<file path="src/rtl/complementer_pkg.sv">
// complementer_pkg: mode encoding shared by the complementer pipeline and its lanes
package complementer_pkg;
  typedef logic [1:0] mode_t;
  localparam mode_t MODE_PASS = 2'b00;
  localparam mode_t MODE_ONES = 2'b01;
  localparam mode_t MODE_TWOS = 2'b10;
  localparam mode_t MODE_ABS  = 2'b11;
endpackage

</file>
<file path="src/rtl/complement_lane.sv">
// complement_lane: combinational pass/one's/two's/abs complement of one lane with overflow flag
module complement_lane
  import complementer_pkg::*;
#(
  parameter int WIDTH = 8
) (
  input  logic [WIDTH-1:0] x,
  input  mode_t            mode,
  input  logic             en,
  output logic [WIDTH-1:0] y,
  output logic             ovf
);
  logic [WIDTH-1:0] neg;
  logic [WIDTH-1:0] res;
  logic             most_neg;
  assign neg      = ~x + WIDTH'(1);
  assign most_neg = x == {1'b1, {(WIDTH-1){1'b0}}};
  // select the operation; negation modes wrap the most negative value onto itself
  always_comb begin
    res = mode == MODE_ONES ? ~x :
          mode == MODE_TWOS ? neg :
          mode == MODE_ABS  ? (x[WIDTH-1] ? neg : x) : x;
    y   = en ? res : x;
    ovf = en && mode[1] && most_neg;
  end
endmodule

</file>
<file path="src/rtl/pipelined_complementer.sv">
// pipelined_complementer: multi-lane complement unit with a STAGES-deep valid/ready pipeline
module pipelined_complementer
  import complementer_pkg::*;
#(
  parameter int WIDTH  = 8,
  parameter int LANES  = 4,
  parameter int STAGES = 2
) (
  input  logic                   clk,
  input  logic                   rst,
  input  logic                   in_valid,
  output logic                   in_ready,
  input  logic [LANES*WIDTH-1:0] in_data,
  input  mode_t                  in_mode,
  input  logic [LANES-1:0]       in_lane_en,
  output logic                   out_valid,
  input  logic                   out_ready,
  output logic [LANES*WIDTH-1:0] out_data,
  output logic [LANES-1:0]       out_ovf,
  output logic [15:0]            txn_count
);
  logic [LANES*WIDTH-1:0] data_d;
  logic [LANES-1:0]       ovf_d;
  logic [LANES*WIDTH-1:0] data_q [STAGES];
  logic [LANES-1:0]       ovf_q  [STAGES];
  logic [STAGES-1:0]      vld_q;
  logic                   stall;
  for (genvar i = 0; i < LANES; i++) begin : g_lane
    complement_lane #(.WIDTH(WIDTH)) u_lane (
      .x    (in_data[i*WIDTH +: WIDTH]),
      .mode (in_mode),
      .en   (in_lane_en[i]),
      .y    (data_d[i*WIDTH +: WIDTH]),
      .ovf  (ovf_d[i])
    );
  end
  assign out_valid = vld_q[STAGES-1];
  assign out_data  = data_q[STAGES-1];
  assign out_ovf   = ovf_q[STAGES-1];
  assign stall     = out_valid && !out_ready;
  assign in_ready  = !stall;
  // whole pipeline advances together unless the last stage is blocked; bubbles carry zeros
  always_ff @(posedge clk) begin
    if (rst) begin
      vld_q     <= '0;
      txn_count <= '0;
      for (int s = 0; s < STAGES; s++) begin
        data_q[s] <= '0;
        ovf_q[s]  <= '0;
      end
    end else begin
      if (!stall) begin
        vld_q[0]  <= in_valid;
        data_q[0] <= in_valid ? data_d : '0;
        ovf_q[0]  <= in_valid ? ovf_d : '0;
        for (int s = 1; s < STAGES; s++) begin
          vld_q[s]  <= vld_q[s-1];
          data_q[s] <= data_q[s-1];
          ovf_q[s]  <= ovf_q[s-1];
        end
      end
      if (out_valid && out_ready) txn_count <= txn_count + 16'd1;
    end
  end
endmodule
</file>
<file path="config.mk">
export PLATFORM = sky130hd
export DESIGN_NAME = pipelined_complementer
export DESIGN_NICKNAME = d
export VERILOG_FILES = /design/src/rtl/complementer_pkg.sv /design/src/rtl/complement_lane.sv /design/src/rtl/pipelined_complementer.sv
export SDC_FILE = /design/constraint.sdc
export NUM_CORES = 1
export LEC_CHECK = 0
export ABC_AREA = 1
export BUFFER_PORTS_ARGS = -buffer_cell sky130_fd_sc_hd__clkbuf_2
export CAP_MARGIN = 20
export CORE_UTILIZATION = 44
export CTS_CLUSTER_SIZE = 20
export DETAILED_ROUTE_END_ITERATION = 10
export PLACE_DENSITY = 0.77
export SYNTH_ARGS = -nofsm -noshare
export SYNTH_HDL_FRONTEND = slang
export SYNTH_SLANG_ARGS = --single-unit
</file>
<file path="constraint.sdc">
create_clock -name clk -period 4.6 [get_ports clk]
set_input_delay 0.46 -clock clk [delete_from_list [all_inputs] [get_ports clk]]
set_output_delay 0.46 -clock clk [all_outputs]
set_load 0.02 [all_outputs]
</file>
Word level (Yosys, flattened, before mapping)
Memories as Yosys holds them, arrays and structs flattened. Cells that the tools add are included.

Add/sub/neg operators: 5. Equality and inequality tests: 7. Mux-type cells: 31. Bitwise operators: 8. Reduce and logical (&&, ||, !) cells: 12.

Operators by type and width (number): 8-bit 2-to-1 mux (20); 32-bit 2-to-1 mux (3); 8-bit by 1-bit adder with 8-bit output (second input constant) (4); 8-bit equality test (second input constant) (4); 8-bit NOT (4); 16-bit by 1-bit adder with 16-bit output (second input constant) (1); 4-bit 2-to-1 mux (3); 1-bit logical AND (10); 1-bit 2-to-1 mux (5); 2-bit equality test (second input constant) (2); 1-bit OR (4); 2-bit by 1-bit equality test with 1-bit output (second input constant) (1); 1-bit logical NOT (2).

Bits in registers: 18. Memory bits (writable): 72. Input port bits: 42. Memories: 2.

Memory list: data_q (depth 2, width 32, read ports 2, clocked after Yosys merged registers in 0, write ports 2, line pipelined_complementer.sv:24) `logic [LANES*WIDTH-1:0] data_q [STAGES];`; ovf_q (depth 2, width 4, read ports 2, clocked after Yosys merged registers in 0, write ports 2, line pipelined_complementer.sv:25) `logic [LANES-1:0] ovf_q [STAGES];`.

Logic depth before layout (Yosys ltp)
Depth in word-level cells: 9. Gate-level depth with buffers: 9.

Cells and area by module
Synthesis repeated with hierarchy kept, for this count alone.

Cells, all modules: 672. Area, all modules: 5212.5 µm².

Modules (own cells, without submodules): pipelined_complementer (instances 1, cells each 392, area each 3883.7 µm²); complement_lane at g_lane[0].u_lane ... (instances 2, cells each 69, area each 325.3 µm²); complement_lane at g_lane[1].u_lane (instances 1, cells each 73, area each 347.8 µm²); complement_lane at g_lane[3].u_lane (instances 1, cells each 69, area each 330.3 µm²).

Worst setup path after synthesis
Ideal clock, no wire load.

Path kind: register to register. From: reg vld_q[1]. To: mem data_q[0][0] in the netlist's numbering (enable). Library setup time: 0.930 ns. Data arrival time: 2.215 ns. Data required time: 3.670 ns. Path slack: 1.455 ns. Cell stages (with the launch flop): 2. Buffers on the path: 0. Period minus slack after synthesis: 3.145 ns. Path through: dfxtp_1 > nand3_1.

RTL lines: start, declared (line pipelined_complementer.sv:26) `logic [STAGES-1:0] vld_q;`; start signal, assigned by index (line pipelined_complementer.sv:57) `vld_q[s] <= vld_q[s-1];`; end, declared (line pipelined_complementer.sv:24).

==> qor.yml <==
clock_skew_ps: 7.23
cp_cell_sequence: "nand3_4"
detail-route-antenna-nets: 0
pwr-share-comb_pct: 12.1
synth_top_area_share_pct: 44.4
min_period_over_period_pct: 39.4
post_cts_resized: 0
dr.pass1.iters: 4
p_sw_uw: 419
grt_pass1_wl_mm: 14.8
critPathMaxStageDelay_ps: 760
fmax_ghz: 0.552
antenna_found_initial: 0
clkLatencyLatePin_ps: 360
cts_setup_buffers: 0
syn_area_um2: 4870
grt_max_degree: 74
peakVddDrop_v: 0.000139
intPower_mw: 1.29
synth-seq-cells: 90
tns_ps: 0
cp.arrival_ps: 1630
finalHoldViolCount: 0
ys_top_cells_by_area: "edfxtp_1, nor2_1, dfxtp_1"
synthFlopType: "edfxtp_1"
synth_top_cell_by_area: "edfxtp_1"
setup_viol: 0
die_w_um: 107
area_growth_pct: 11.5
hold_buffers: 0
drc: 0
leakage_nw: 2.54
switching_share_pct: 24.5
yosysSeqAreaShare_pct: 51.8
drive_gt1_share_pct: 21.6
diodes: 0
min_path_type: "in -> reg"
slew_viol_final: 0
tightest_slew_ps: 956
cp.required_ps: 4420
finalWirelength_mm: 9.45
root_buffer: "clkbuf_8"
vias: 3793
ctsLongestPathBuffers: 2
power.density_nw_per_um2: 315
num-nets-final: 689
critPathMaxFanout: 73
cts_buffers: 9
final_cell_mix: "nor2_1, clkbuf_2, inv_1, nand2_1, edfxtp_1"
startpoint_type: "register"
whs_path_depth: 2
critPathKind: "reg -> reg"
overflow: 0
syn_inst: 576
port_buffers: 95
synth_fp_nets: 627
synthDistinctLibCells: 32
stdcell_area_um2: 5430
r2r_cells: 1
routed_via_density: 4.84
layout.cells.most_common: "nor2_1"
hpwl_mm: 7.08
pwr-share-seq_pct: 54.5
grtUsageTotal_pct: 16.5
period_needed_ps: 1810
cts.clk_slew.worst_paths_ps: 90
async_reset_ff_share_pct: 0
cts_tree: "built"
cp-end-kind: "register"
ys_warn_count: 0
num_rows: 38
io_pins: 96
crit_buf_inv: 0
wl_per_cell_um: 12.1
cts.sinks: 90
die_h_um: 107
cap_violations: 0
crit_family: "simple AND/OR/NAND/NOR gates"
fillers: 1000
clkPwrFrac_pct: 33.4
syn_area_per_cell_um2: 8.45
place_congestion: 0.887
start_util_pct: 45.1
place_area_um2: 5220
rsz0062_at_grt: "no"
cp_num_cells: 1
grt_pass1_vias: 3466
dieArea_um2: 11500
slowest_stage: "nand3_4"
dr.first_iter.drc_count: 189
h-tree-depth: 3
synth-edff-count: 72
status: "finished clean"
coreArea_um2: 10800
relSlewSlack_pct: 36.2
path summary, 6_finish.rpt:
kind / from / end / slack (ps)
max: vld_q[1] / data_q[0][35] / 2790
min: rst / vld_q[1] / 360
max reg2reg: vld_q[1] / data_q[0][35] / 2790
min reg2reg: vld_q[0] / vld_q[1] / 470
final cells by class:
class / count / area (µm²) / area share (%)
clock buffer: 11 / 131 / 2.42
clock inverter: 5 / 78.8 / 1.45
inverter: 102 / 385 / 7.10
multi-input combinational: 339 / 1640 / 30.3
sequential: 90 / 2520 / 46.5
tap: 140 / 175 / 3.23
timing repair buffer: 96 / 490 / 9.04
synthesized netlist by cell type (3+ instances only):
cell	n
o21ai_1	10
o211ai_1	4
buf_2	5
nand2_1	83
dfxtp_1	18
inv_1	88
a21oi_1	32
inv_2	13
nor2_1	107
ha_1	9
buf_4	37
nand4_1	3
nand3_1	30
o21ai_0	19
o22ai_1	3
nand2_2	5
nor3_1	19
edfxtp_1	72
cells by family after synthesis:
| group | count (synthesis) | share of synthesized area (%) |
|---|---|---|
| compound gates | 68 | 7.27 |
| fa+ha+maj | 9 | 2.31 |
| buf+inv | 147 | 14.7 |
| flops | 90 | 51.8 |
| simple gates | 262 | 23.9 |
flip-flops by register name, indices dropped and copies added (netlist names):
register   count
vld_q          2
data_q        64
txn_count     16
ovf_q          8
power groups by stage:
| stage | Clock, mW | Sequential [mW] | Combinational [mW] |
|---|---|---|---|
| 5_1_grt | 0.606 | 0.937 | 0.231 |
| 6_report | 0.571 | 0.933 | 0.206 |
| 3_3_place_gp | 0 | 0.950 | 0.198 |
| 2_1_floorplan | 0 | 0.949 | 0.159 |
| 3_5_place_dp | 0 | 0.952 | 0.205 |
| 4_1_cts | 0.583 | 0.933 | 0.206 |
metal layers:
layer / track usage [%] / part of all wire [%] / vias to the layer above
met2: 29.1 / 51 / 98
met1: 18.6 / 42 / 1725
met3: 2.67 / 4.4 / 16
li1: - / - / 1954
met5: 0 / 0 / -
met4: 10.3 / 2.9 / 0
per-stage QoR:
step | worst slack (ps) | power [mW] | utilization (%) | std cells | hold slack [ps]
floorplan | 1460 | 1.11 | - | 576 | 425
global placement | 2450 | 1.15 | 48.2 | 766 | 460
detailed placement | 2400 | 1.16 | 48.3 | 767 | 450
CTS | 2750 | 1.72 | 50.3 | 783 | 332
global route | 2620 | 1.77 | 50.3 | 783 | 361
finish | 2790 | 1.71 | 50.3 | 783 | 356
No activity file was read; power rests on OpenSTA's default activity.
